File: config.mk
export PLATFORM = sky130hd
export DESIGN_NAME = karatsuba_pp_gen
export DESIGN_NICKNAME = d
export VERILOG_FILES = /design/src/rtl/karatsuba_pp_gen_pkg.sv /design/src/rtl/karatsuba_pp_gen_mul.sv /design/src/rtl/karatsuba_pp_gen.sv
export SDC_FILE = /design/constraint.sdc
export NUM_CORES = 1
export LEC_CHECK = 0
export ABC_CLOCK_PERIOD_IN_PS = 7250
export BUFFER_PORTS_ARGS = -buffer_cell sky130_fd_sc_hd__buf_2
export CORE_MARGIN = 2
export CORE_UTILIZATION = 43
export CTS_CLUSTER_DIAMETER = 200
export DETAILED_ROUTE_END_ITERATION = 10
export MAX_ROUTING_LAYER = met4
export PLACE_DENSITY_LB_ADDON = 0.1
export RECOVER_POWER = 50
export REMOVE_ABC_BUFFERS = 1
export SLEW_MARGIN = 20
export SYNTH_ARGS = -nofsm -noshare
export SYNTH_HDL_FRONTEND = slang
export SYNTH_HIERARCHICAL = 1
export SYNTH_SLANG_ARGS = --single-unit
File: constraint.sdc
create_clock -name clk -period 7.25 [get_ports clk]
set_input_delay 1.0875 -clock clk [delete_from_list [all_inputs] [get_ports clk]]
set_output_delay 1.0875 -clock clk [all_outputs]
set_load 0.01 [all_outputs]
File: src/rtl/karatsuba_pp_gen_pkg.sv
// Shared types and constants for the Karatsuba partial-product generator.
package karatsuba_pp_gen_pkg;

  localparam int KPP_W = 32;

  typedef enum logic [2:0] {
    IDLE    = 3'd0,
    MUL_HI  = 3'd1,
    MUL_LO  = 3'd2,
    MUL_MID = 3'd3,
    OUT     = 3'd4
  } kpp_state_t;

endpackage

File: src/rtl/karatsuba_pp_gen_mul.sv
// Combinational unsigned N x N multiplier with a full 2N-bit product.
// With N = W/2+1 the product is W+2 bits, wide enough for (aH+aL)*(bH+bL).
module kpp_mul #(
  parameter int N = 17
) (
  input  logic [N-1:0]   i_x,
  input  logic [N-1:0]   i_y,
  output logic [2*N-1:0] o_p
);

  assign o_p = i_x * i_y;

endmodule

File: src/rtl/karatsuba_pp_gen.sv
// One-level Karatsuba split: produces g1 = k1<<W, g2 = (k3-k2-k1)<<W/2 and
// g3 = k2 so that g1+g2+g3 = a*b. A single multiplier is reused over three
// cycles; the terms are handed to a downstream adder with valid/ready.
module karatsuba_pp_gen
  import karatsuba_pp_gen_pkg::*;
#(
  parameter int W = KPP_W
) (
  input  logic           clk,
  input  logic           rst_n,
  input  logic           in_valid,
  output logic           in_ready,
  input  logic [W-1:0]   a,
  input  logic [W-1:0]   b,
  output logic           out_valid,
  input  logic           out_ready,
  output logic [2*W-1:0] g1,
  output logic [2*W-1:0] g2,
  output logic [2*W-1:0] g3
);

  localparam int H = W / 2;   // half-operand width
  localparam int S = H + 1;   // half-sum width (carry kept)
  localparam int P = W + 2;   // product width

  kpp_state_t r_state, w_next;

  logic [W-1:0] r_a, r_b;
  logic [P-1:0] r_k1, r_k2, r_k3;

  logic [H-1:0] w_ah, w_al, w_bh, w_bl;
  logic [S-1:0] w_sa, w_sb;
  logic [S-1:0] w_x, w_y;
  logic [P-1:0] w_p;
  logic [P-1:0] w_mid;

  assign w_ah = r_a[W-1:H];
  assign w_al = r_a[H-1:0];
  assign w_bh = r_b[W-1:H];
  assign w_bl = r_b[H-1:0];
  assign w_sa = {1'b0, w_ah} + {1'b0, w_al};
  assign w_sb = {1'b0, w_bh} + {1'b0, w_bl};

  // Operand select for the shared multiplier, one pairing per MUL state
  always_comb begin
    w_x = '0;
    w_y = '0;
    unique case (r_state)
      MUL_HI:  begin w_x = {1'b0, w_ah}; w_y = {1'b0, w_bh}; end
      MUL_LO:  begin w_x = {1'b0, w_al}; w_y = {1'b0, w_bl}; end
      MUL_MID: begin w_x = w_sa;         w_y = w_sb;         end
      default: ;
    endcase
  end

  kpp_mul #(.N(S)) u_mul (
    .i_x (w_x),
    .i_y (w_y),
    .o_p (w_p)
  );

  // State register
  always_ff @(posedge clk) begin
    if (!rst_n) r_state <= IDLE;
    else        r_state <= w_next;
  end

  // Next-state and handshake outputs
  always_comb begin
    w_next    = r_state;
    in_ready  = 1'b0;
    out_valid = 1'b0;
    unique case (r_state)
      IDLE: begin
        in_ready = 1'b1;
        if (in_valid) w_next = MUL_HI;
      end
      MUL_HI:  w_next = MUL_LO;
      MUL_LO:  w_next = MUL_MID;
      MUL_MID: w_next = OUT;
      OUT: begin
        out_valid = 1'b1;
        if (out_ready) w_next = IDLE;
      end
      default: w_next = IDLE;
    endcase
  end

  // Operand capture and partial-product registers; k regs only move in the
  // MUL states, so the terms derived from them are stable throughout OUT
  always_ff @(posedge clk) begin
    if (!rst_n) begin
      r_a  <= '0;
      r_b  <= '0;
      r_k1 <= '0;
      r_k2 <= '0;
      r_k3 <= '0;
    end else begin
      unique case (r_state)
        IDLE: if (in_valid) begin
          r_a <= a;
          r_b <= b;
        end
        MUL_HI:  r_k1 <= w_p;
        MUL_LO:  r_k2 <= w_p;
        MUL_MID: r_k3 <= w_p;
        default: ;
      endcase
    end
  end

  // k3 >= k1 + k2 always holds, so the middle term never wraps
  assign w_mid = r_k3 - r_k2 - r_k1;

  assign g1 = {{(W-2){1'b0}}, r_k1} << W;
  assign g2 = {{(W-2){1'b0}}, w_mid} << H;
  assign g3 = {{(W-2){1'b0}}, r_k2};

endmodule

* Word level (Yosys, flattened, before mapping) *
Index checks and enable logic that the tools add are counted.

cells by class
  add/subtract/negate cells = 4
  reduce and logical (&&, ||, !) cells = 3
  equal/unequal tests = 6
  $mul = 1
  multiplexer cells = 7

operators by type and width
  kind                                           number
  one-hot mux 17 bit (3 select lines)            2
  subtractor 34 bit                              2
  adder 16 x 16 -> 17 bit                        2
  multiplier 17 x 17 -> 34 bit                   1
  one-hot mux 3 bit (5 select lines)             1
  == test 3 x 2 -> 1 bit, second input constant  2
  2-to-1 mux 3 bit                               2
  != test 2 bit, second input constant           2
  AND reduction 2 bit                            2
  == test 3 x 1 -> 1 bit, second input constant  1
  == test 3 bit, second input constant           1
  zero test 3 bit                                1
  2-to-1 mux 1 bit                               2

word-level totals
  register bits after elaboration = 169
  logic and storage cells = 27
  output and inout port bits = 194
  bits of input ports = 68

* Longest topological paths before layout *
  depth after elaboration = 3
  depth in mapped cells = 33
  gate-level depth less buffers = 32

* Cells and area by module *
The synthesis kept the hierarchy.

modules (own cells, without submodules)
  module            instances  cells each  sequential area each (um2)  area an instance (um2)
  karatsuba_pp_gen  1          1500        3383.2                      11947.7
  kpp_mul           1          1156        0.0                         9759.4

* Worst setup path before layout *
No wires, ideal clock.

  kind = register to register
  from = register r_a[0]
  to = register r_k1[28]
  clock period less this slack = 7.790 ns
  path buffers = 1
  required time = 7.174 ns
  cell stages (with the launch flop) = 31
  library setup time = 0.076 ns
  slack = -0.540 ns
  arrival time = 7.714 ns
  path through = dfxtp_1 > ha_1 > fa_1 > a211oi_1 > nor2_1 > o31ai_2 > a21oi_1 > a31o_1 > xor2_1 > nand3_1 > a21oi_1 > clkbuf_1 > nand2_1 > fa_1 > fa_1 > fa_1 > inv_1 > fa_1 > fa_1 > inv_1 > fa_1 > inv_1 > ha_1 > a21oi_4 > nand3b_1 > a211oi_1 > a211oi_1 > nand2_1 > a311oi_1 > nand2_1 > a21boi_0

between the ends
  word-level cells in the longest chain between the ends = 3

ends and longest elaborated chain
  item                                 RTL line                    text
  from (decl)                          karatsuba_pp_gen.sv:28      logic [W-1:0] r_a, r_b;
  from (signal assigned)               karatsuba_pp_gen.sv:93      r_a <= '0;
  from (signal assigned)               karatsuba_pp_gen.sv:101     r_a <= a;
  adder 16 x 16 -> 17 bit              karatsuba_pp_gen.sv:41      assign w_sa = {1'b0, w_ah} + {1'b0, w_al};
  one-hot mux 17 bit (3 select lines)  karatsuba_pp_gen.sv:48      unique case (r_state)
  via w_x[14]                          karatsuba_pp_gen.sv:33      logic [S-1:0] w_x, w_y;
  multiplier 17 x 17 -> 34 bit         karatsuba_pp_gen_mul.sv:11  assign o_p = i_x * i_y;
  via w_p[28]                          karatsuba_pp_gen.sv:34      logic [P-1:0] w_p;
  to (signal assigned)                 karatsuba_pp_gen.sv:104     MUL_HI: r_k1 <= w_p;
  to (decl)                            karatsuba_pp_gen.sv:29      logic [P-1:0] r_k1, r_k2, r_k3;

The timed path passes the listed nets, and every way through them passes these cells.
A chain may end at the register's enable or synchronous reset.

* Worst setup path in the final report *
  from = register r_b[1]
  to = register r_k2[27]

between the ends
  word-level cells in the longest chain between the ends = 3

ends and longest elaborated chain
  item                                 RTL line                    text
  from (decl)                          karatsuba_pp_gen.sv:28
  from (signal assigned)               karatsuba_pp_gen.sv:94      r_b <= '0;
  from (signal assigned)               karatsuba_pp_gen.sv:102     r_b <= b;
  adder 16 x 16 -> 17 bit              karatsuba_pp_gen.sv:42      assign w_sb = {1'b0, w_bh} + {1'b0, w_bl};
  one-hot mux 17 bit (3 select lines)  karatsuba_pp_gen.sv:48
  via w_y[6]                           karatsuba_pp_gen.sv:33
  multiplier 17 x 17 -> 34 bit         karatsuba_pp_gen_mul.sv:11
  via w_p[27]                          karatsuba_pp_gen.sv:34
  to (signal assigned)                 karatsuba_pp_gen.sv:105     MUL_LO: r_k2 <= w_p;
  to (decl)                            karatsuba_pp_gen.sv:29

The timed path passes the listed nets, and every way through them passes these cells.

==> impl_metrics.tcl <==
set metrics [dict create \
    outcome "finished, violations left" \
    violations "max-capacitance violations, max-slew violations, negative setup slack" \
    startpoint_type "flop" \
    io_buffers 169 \
    synth_fa_ha_area_share_pct 33.97 \
    clockRootBuffer "clkbuf_16" \
    initial_core_util_pct 43.44 \
    drv_slew 65 \
    numCtsBuffers 17 \
    gr-usage-all-layers_pct 23.23 \
    overflow 0 \
    drtIter0Drc 913 \
    dp_hpwl_mm 44.99 \
    powerDensity_mw_per_mm2 115.9 \
    die_h_um 228.7 \
    synth_compound_area_share_pct 16.58 \
    ir_worst_vdd_v 0.0001441 \
    critPathMaxStageDelay_ns 0.55 \
    period_needed_ns 7.673 \
    period_share_pct 105.8 \
    htreeDepth 4 \
    synth-seq-cells 169 \
    postPlaceCellArea_mm2 0.02452 \
    syn_area_per_cell_um2 8.173 \
    grt_max_degree 109 \
    vias 18191 \
    routed_wl_mm 58.41 \
    finalClockSkew_ns 0.02029 \
    fin_area_mm2 0.02670 \
    clkSinkCount 169 \
    path_class "reg2reg" \
    clockBufferDepth 2 \
    yosysUniqueCellTypes 91 \
    critPathRequiredTime_ns 7.66 \
    nets 3505 \
    synth_top_family_by_area "adder cells" \
    power_leakage_nw 12.34 \
    cp-end-kind "flop" \
    synth.area.mux_share_pct 0.6513 \
    crit_path_frequent_cell "fa_1" \
    cts_tree "yes" \
    rsz0062_at_grt "yes" \
    clk_pin_slew_worst_paths_ns 0.07 \
    yosys.area_share.xor_xnor_pct 2.945 \
    relSlewSlack_pct -101.3 \
    cp_max_fo 5 \
    io_pins 262 \
    vias_per_cell 4.930 \
    cp.arrival_ns 8.08 \
    drive_above_1_share_pct 23.18 \
    yosysWarnings 6 \
    dieWidth_um 228.7 \
    worst_slew_pin_slew_ns 3.018 \
    yosys.area_share.simple_pct 17.44 \
    pre_cts_ws_ns -0.8865 \
    hold_viol 0 \
    cpMaxStageDelayCell "fa_1" \
    setup_ws_ns -0.4230 \
    synth_cells 2656 \
    remaining_drc_errors 0 \
    totalPowerFinal_w 0.003093 \
    insertion_delay_ns 0.49 \
    setup_viol 52 \
    antenna_found_initial 0 \
    dieArea_mm2 0.05229 \
    n_fill_cell 4761 \
    synth-edff-count 0 \
    drt_pass1_iterations 5 \
    ys_seq_area_share_pct 15.59 \
    synth-async-reset-ratio_pct 0 \
    area_growth_pct 22.98 \
    grt_pass1_wl_mm 95.57 \
    design.core.area_mm2 0.04997 \
    maxCapViolCount 1 \
    synth_flop_cell "dfxtp_1" \
    row_count 82 \
    synthesis.area_mm2 0.02171 \
    wire_per_inst_um 15.83 \
    ant_nets 0 \
    gp_congestion 0.9075 \
    hold_path.class "reg2reg" \
    first_global_vias 18721 \
    timing.fmax_mhz 130.3 \
]
==> cells in the final DEF (no fill, tap or decap), drive strengths merged, types with 9 or more instances in the layout <==
cell / instances
nand2: 555
buf: 413
inv: 374
fa: 259
ha: 175
dfxtp: 169
a21boi: 169
and2: 130
a21oi: 103
conb: 92
clkbuf: 84
o21ai: 71
nor2: 62
xnor2: 50
a21o: 31
a22oi: 24
xor2: 23
nor3: 21
nand2b: 19
a211oi: 19
nand3: 18
o21bai: 17
and3: 10
a31oi: 10
nand4: 9
o21a: 9
mux2: 9
==> critical path: cells and delay by family (launching register included) <==
family	cells	cell delay, ns
adders and majority gates	8	3.67
buffers and inverters	10	1.12
xor gates and xnor gates	1	0.09
DFF	1	0.36
and+or+nand+nor	4	0.33
muxes	2	0.41
AOI/OAI and AO/OA	10	1.60
==> final timing paths <==
path,from,end,slack [ns],cells past startpoint
min,r_k1[33],r_k1[33],0.47,2
max,r_b[1],r_k2[27],-0.42,35
min reg2reg,r_k1[33],r_k1[33],0.47,2
max reg2reg,r_b[1],r_k2[27],-0.42,35
==> kinds of logic (layout without fill, tap and decap cells) <==
group           count (synthesis)  count (layout)
mux                            13              13
other cells                     1              94
buf+inv                       611             880
flops                         169             169
compound gates                503             503
simple gates                  852             852
fa+ha+maj                     434             434
xor+xnor                       73              73
==> cell type report <==
| class | count | area [µm²] | share of cell area, % |
|---|---|---|---|
| timing repair buffer | 479 | 3356 | 12.57 |
| clock buffer | 18 | 429.2 | 1.608 |
| inverter | 369 | 1385 | 5.188 |
| multi-input combinational | 1967 | 17090 | 64.01 |
| tap | 672 | 840.8 | 3.150 |
| antenna | 2 | 5.005 | 0.01875 |
| clock inverter | 14 | 185.2 | 0.6937 |
| sequential | 169 | 3407 | 12.76 |
==> timing repair <==
item                       4_1_cts  5_1_grt
setup endpoints to repair       63       68
hold buffers                     0        0
pin swaps                       74      108
gates cloned                     2        1
setup buffers                   17       20
hold endpoints to repair         0        0
gates resized for setup        194      174
==> per-stage QoR <==
| step | instances | util (%) | hold slack [ns] | setup TNS, ns |
|---|---|---|---|---|
| finish | 3690 | 53.43 | 0.4667 | -12.33 |
| global route | 3688 | 53.42 | 0.4867 | -28.73 |
| CTS | 3669 | 52.08 | 0.4710 | -9.540 |
| detailed placement | 3619 | 49.07 | 0.4701 | -38.78 |
| global placement | 3619 | 49.06 | 0.4600 | -31.53 |
| floorplan | 2505 | - | 0.4434 | -148.84 |
==> synth_stat cells (14+ instances only) <==
master / n / area [µm²]
a211oi_1: 16 / 120.1
a21boi_0: 168 / 1261
a21o_1: 30 / 225.2
a21oi_1: 95 / 475.5
a22oi_1: 24 / 180.2
and2_1: 130 / 813.3
buf_4: 124 / 930.9
clkbuf_1: 97 / 364.1
dfxtp_1: 169 / 3383
fa_1: 259 / 5185
ha_1: 175 / 2190
inv_1: 367 / 1378
nand2_1: 554 / 2079
nand2b_1: 19 / 118.9
nand3_1: 18 / 90.09
nor2_1: 62 / 232.7
nor3_1: 20 / 100.1
o21ai_0: 51 / 255.2
o21ai_1: 14 / 70.07
o21bai_1: 17 / 127.6
xnor2_1: 50 / 437.9
xor2_1: 23 / 201.4
==> power breakdown <==
| group | switching (W) | internal, W |
|---|---|---|
| Combinational | 0.000620 | 0.000483 |
| Clock | 0.000455 | 0.000551 |
| Sequential | 0.0000261 | 0.000959 |
==> metal layers <==
metal	GRT usage (%)	wire, µm	part of all wire [%]	vias up
li1	-	-	-	8948
met4	5.596	977	1.7	0
met3	3.106	2178	3.7	69
met5	-	0	0	-
met2	38.16	27810	48	383
met1	30.42	27450	47	8791
==> flip-flops by register name (all words and copies together) (netlist names) <==
| register | cells |
|---|---|
| r_a | 32 |
| r_k2 | 34 |
| r_b | 32 |
| r_state | 3 |
| r_k3 | 34 |
| r_k1 | 34 |
(Power assumes the default switching activity.)
